File: src/rtl/prnd_pkg.sv
// rtl/prnd_pkg.sv - shared types and constants for the PRBS checker
package prnd_pkg;

  typedef enum logic [1:0] {
    SEARCH = 2'd0,
    VERIFY = 2'd1,
    LOCKED = 2'd2
  } chk_state_t;

  localparam logic [15:0] PRND_MASK_16 = 16'hB400;

endpackage

File: src/rtl/lfsr_predictor.sv
// rtl/lfsr_predictor.sv - history shift register and next-bit prediction for prbs_checker
module lfsr_predictor
  import prnd_pkg::*;
#(
  parameter int                  NUM_BITS = 16,
  parameter logic [NUM_BITS-1:0] MASK     = NUM_BITS'(PRND_MASK_16)
) (
  input  logic                clock,
  input  logic                reset,
  input  logic                advance,
  input  logic                use_pred,
  input  logic                bit_in,
  output logic                mismatch,
  output logic [NUM_BITS-1:0] hist_next
);

  logic [NUM_BITS-1:0] hist;
  logic                pred;

  // hist[0] is the most recent sample, so a left shift ages every entry by one
  assign pred      = ^(hist & MASK);
  assign mismatch  = bit_in ^ pred;
  assign hist_next = {hist[NUM_BITS-2:0], use_pred ? pred : bit_in};

  always_ff @(posedge clock or negedge reset) begin
    if (!reset) begin
      hist <= '0;
    end else if (advance) begin
      hist <= hist_next;
    end
  end

endmodule

File: config.mk
export PLATFORM = sky130hd
export DESIGN_NAME = lfsr_predictor
export DESIGN_NICKNAME = d
export VERILOG_FILES = /design/src/rtl/prnd_pkg.sv /design/src/rtl/lfsr_predictor.sv
export SDC_FILE = /design/constraint.sdc
export NUM_CORES = 1
export LEC_CHECK = 0
export CORE_UTILIZATION = 41
export DETAILED_ROUTE_END_ITERATION = 10
export MAX_ROUTING_LAYER = met4
export PLACE_DENSITY = 0.73
export SYNTH_ARGS = -nofsm -noshare
export SYNTH_HDL_FRONTEND = slang
export SYNTH_SLANG_ARGS = --single-unit
File: constraint.sdc
create_clock -name clock -period 1.18 [get_ports clock]
set_clock_uncertainty 0.2 [all_clocks]
set_input_delay 0.236 -clock clock [delete_from_list [all_inputs] [get_ports clock]]
set_output_delay 0.236 -clock clock [all_outputs]
set_load 0.02 [all_outputs]
* Word-level counts from Yosys, hierarchy flattened
Cells that the tools add are included.
** Cells by class
- Reduce and logical (&&, ||, !) cells :: 1
- Magnitude comparators :: 0
- Bitwise operators :: 1
- Shift operators :: 0
- $mul :: 0
- Div/mod/pow operators :: 0
- Equality and inequality tests :: 0
- Add/subtract/negate cells :: 0
- Multiplexer cells :: 1
** Operators with widths (number)
- $reduce_xor 16->1 :: 1
- $mux 1 :: 1
- $xor 1x1->1 :: 1
** Storage, ports and cells
- Bits in latches :: 0
- Bits in writable memories :: 0
- Output and inout port bits :: 17
- Memories kept :: 0
- Memory bits (read-only) :: 0
- Register bits :: 16
- Input port bits :: 5

* Logic depth before layout (Yosys ltp)
- Depth after elaboration :: 2
- Depth in mapped cells :: 4
- Gate-level depth less buffers :: 3

* Least setup slack after synthesis
OpenSTA, ideal clock, no wires.
- Kind :: register to output
- Start point :: register hist[10]
- End point :: output port mismatch
- Cell stages (with the launch flop) :: 4
- Data arrival time :: 1.088 ns
- Slack :: -0.344 ns
- Cells stage by stage :: dfrtp_1 xnor2_1 xnor2_1 xnor2_1
** On the way
- Cells in the longest elaborated chain, start to end :: 2
** RTL lines
- start: declaration :: RTL line lfsr_predictor.sv:17 : logic [NUM_BITS-1:0] hist;
- start signal: assignment :: RTL line lfsr_predictor.sv:29 : hist <= hist_next;
- $reduce_xor 16->1 :: RTL line lfsr_predictor.sv:21 : assign pred = ^(hist & MASK);
- $xor 1x1->1 :: RTL line lfsr_predictor.sv:22 : assign mismatch = bit_in ^ pred;
- end: declaration :: RTL line lfsr_predictor.sv:13 : output logic mismatch,
No other way between the ends.

* Worst setup path in the final report
Ends and elaborated chain as after synthesis.

==> impl_metrics.csv <==
group,metric,value,unit
sta,rsz0062_at_grt,"true",
critical_path,endpoint,"mismatch",
layout,num-nets-final,91,
floorplan,core-area,1730,um^2
sta,hold_violations,0,
critical_path,cpMaxStageDelayCell,"dfrtp_1",
synth,syn_avg_cell_area,13.2,um^2
critical_path,start_kind,"flop",
synth,synth_nets,63,
critical_path,slowest_delay,0.43,ns
sta,setup_viol,23,
grt,grt_pass1_wl,2150,um
detailed_routing,drt-wirelength-per-cell,12.6,um
layout,n_antenna_cell,0,
detailed_routing,wirelength,1380,um
sta,final.setup.tns,-3.14,ns
synth,synth_cells,58,
critical_path,crit_top_cell,"xnor2_2",
critical_path,r2r_cells,3,
clock_network,root_buffer,"clkbuf_4",
power,powerDensity,3290,nW/um^2
run,maxCapViolations,0,
placed_design,port_buffers,21,
floorplan,die_h,45.1,um
floorplan,die_w,45.1,um
sta,fmax,530,MHz
layout,area_delta_synth_final,56.2,%
critical_path,crit_required,0.74,ns
floorplan,row_count,15,
grt,grt_pass1_vias,490,
sta,worstMarginPinSlew,0.280,ns
grt,grt_use_total,16.3,%
clock_network,clock-sinks,16,
layout,top_regs,"hist x16",
clock_network,clkTransAtPathRegs,0.09,ns
outcome,failed_checks,"negative setup slack",
layout,fill_cells,125,
synth,ys_types,11,
synth,yosysSeqAreaShare,52.5,%
critical_path,crit_start,"hist[10]$_DFFE_PN0P_",
power,peakVddDrop,1600,uV
layout,largest_reg_flops,16,
worst_hold_path,hp-class,"in -> async",
placed_design,gp_congestion,0.654,
critical_path,r2r_slack,-0.15,ns
grt,grt.overflow.total,0,
synth,synth.top_cell.area_share,52.5,%
detailed_routing,drt_first_pass_iters,2,
synth,yosysWarnings,0,
synth,synthTopCellsByArea,"dfrtp_1 52%, mux2_2 22%, buf_4 16%",
floorplan,io_pins,22,
critical_path,rr_endpoint,"hist[0]$_DFFE_PN0P_",
critical_path,worstReg2RegStart,"hist[10]$_DFFE_PN0P_",
sta,slew_viol_final,0,
clock_network,cts_buffer_depth,2,
sta,finalCritPeriodShare,160,%
layout,largest-register,"hist",
critical_path,cp-end-kind,"primary output",
sta,slew_headroom,81.3,%
layout,drive_gt1_share,70.6,%
critical_path,cp.arrival,1.45,ns
layout,multi_input_area,287,um^2
power,leakagePower,0.000584,uW
clock_network,hold_buffers,0,
critical_path,cp_max_fo,3,
grt,antenna_found_initial,0,
clock_network,htree_num_levels,1,
detailed_routing,num_vias,479,
synth,ys_seq_elements,16,
detailed_routing,vias_per_cell,4.35,
floorplan,fp.dieArea,2040,um^2
critical_path,worstSetupPathType,"reg -> out",
clock_network,numCtsBuffers,3,
grt,grt_max_degree,17,
layout,final_util,69.1,%
synth,synth_top_area_cell,"dfrtp_1",
sta,period_minus_slack,1.89,ns
detailed_routing,ant_nets,0,
placed_design,hpwlAfterDp,842,um
layout,regArea,400,um^2
clock_network,cts_tree,"built",
floorplan,start_util,44.2,%
sta,layout_setup_ws,-0.707,ns
critical_path,path_cells,"xnor2_2, xnor2_2, xnor2_2, buf_4",
detailed_routing,drtIter0Drc,1,
clock_network,insertion_delay,0.28,ns
synth,netlist_area,763,um^2
detailed_routing,drc,0,
outcome,status,"complete, but fails checks",
stage by stage:
stage               hold WS (ns)  total power [uW]  cells  setup WS (ns)  cell area (um^2)
floorplan                 -0.260              2520     58         -0.275               803
global placement           0.314              3180     99         -0.817              1030
detailed placement         0.316              3220     99         -0.847              1030
CTS                       0.0714              3830    109         -0.688              1160
global route              0.0818              4130    110         -0.758              1190
finish                    0.0796              3920    110         -0.707              1190
cells by family (layout without fill, tap and decap cells):
family / count (synthesis) / in the layout / share of synthesized area (%)
xor gates and xnor gates: 4 / 4 / 4.59
muxes: 16 / 16 / 23.4
AOI/OAI and AO/OA: 2 / 2 / 1.31
and+or+nand+nor: 3 / 3 / 1.80
DFF: 16 / 16 / 52.5
buffers and inverters: 17 / 44 / 16.4
synthesized netlist by cell type:
master   count
nor2_1       1
nor2b_1      1
o21ai_0      1
xnor2_1      4
buf_4       16
buf_2        1
dfrtp_1     16
a21oi_1      1
nand2_1      1
mux2_2      15
mux2i_1      1
placed cells by master, fill, tap and decap left out:
cell             Yosys  routed
a21oi_2              0       1
mux2i_1              1       1
dfrtp_1             16      16
clkbuf_4             0       3
clkdlybuf4s50_1      0       3
nor2b_1              1       1
buf_12               0       2
xnor2_2              0       4
buf_4               16      12
nand2_1              1       1
mux2_4               0       4
o21ai_0              1       1
bufbuf_16            0       1
mux2_2              15      11
clkbuf_8             0       1
buf_6                0      21
nor2_1               1       1
dlygate4sd2_1        0       1
routing by layer:
metal	up-vias	wire, um	track usage [%]
met5	-	0	-
met4	0	31	12.7
met3	2	33	3.60
met2	11	753	25.2
met1	235	565	18.2
li1	231	-	-
worst min-delay path by stage:
stage | start | endpoint | slack, ns | cells past startpoint
floorplan | reset | hist[0]$_DFFE_PN0P_ | -0.26 | 0
global placement | hist[11]$_DFFE_PN0P_ | hist[12]$_DFFE_PN0P_ | 0.31 | 1
detailed placement | hist[11]$_DFFE_PN0P_ | hist[12]$_DFFE_PN0P_ | 0.32 | 1
CTS | reset | hist[1]$_DFFE_PN0P_ | 0.07 | 2
global route | reset | hist[14]$_DFFE_PN0P_ | 0.08 | 2
finish | reset | hist[3]$_DFFE_PN0P_ | 0.08 | 2
final cells by class:
| cell class | count | area share, % |
|---|---|---|
| Timing Repair Buffer | 40 | 36.7 |
| Sequential cell | 16 | 33.6 |
| Multi-Input combinational cell | 25 | 24.0 |
| Clock buffer | 4 | 3.04 |
| Tap cell | 25 | 2.62 |
worst max-delay path, delay by kind of cell, from the launching register on:
kind | cells | cell delay, ns
flip-flops | 1 | 0.43
XOR/XNOR | 3 | 0.58
buffers and inverters | 1 | 0.15
report_power, final:
part           internal [uW]  leakage (uW)  switching, uW
clock network            188     0.0000210            165
logic                   1500      0.000367           1020
registers                818      0.000197            226
total                   2510      0.000584           1410
timing repair:
action | in CTS | in global routing
setup endpoints to repair | 33 | 21
pin swaps | 2 | 1
buffers inserted | 7 | 6
gates cloned | 1 | 0
resized for setup | 105 | 9
Note: power is estimated with default switching activity, not from simulation.
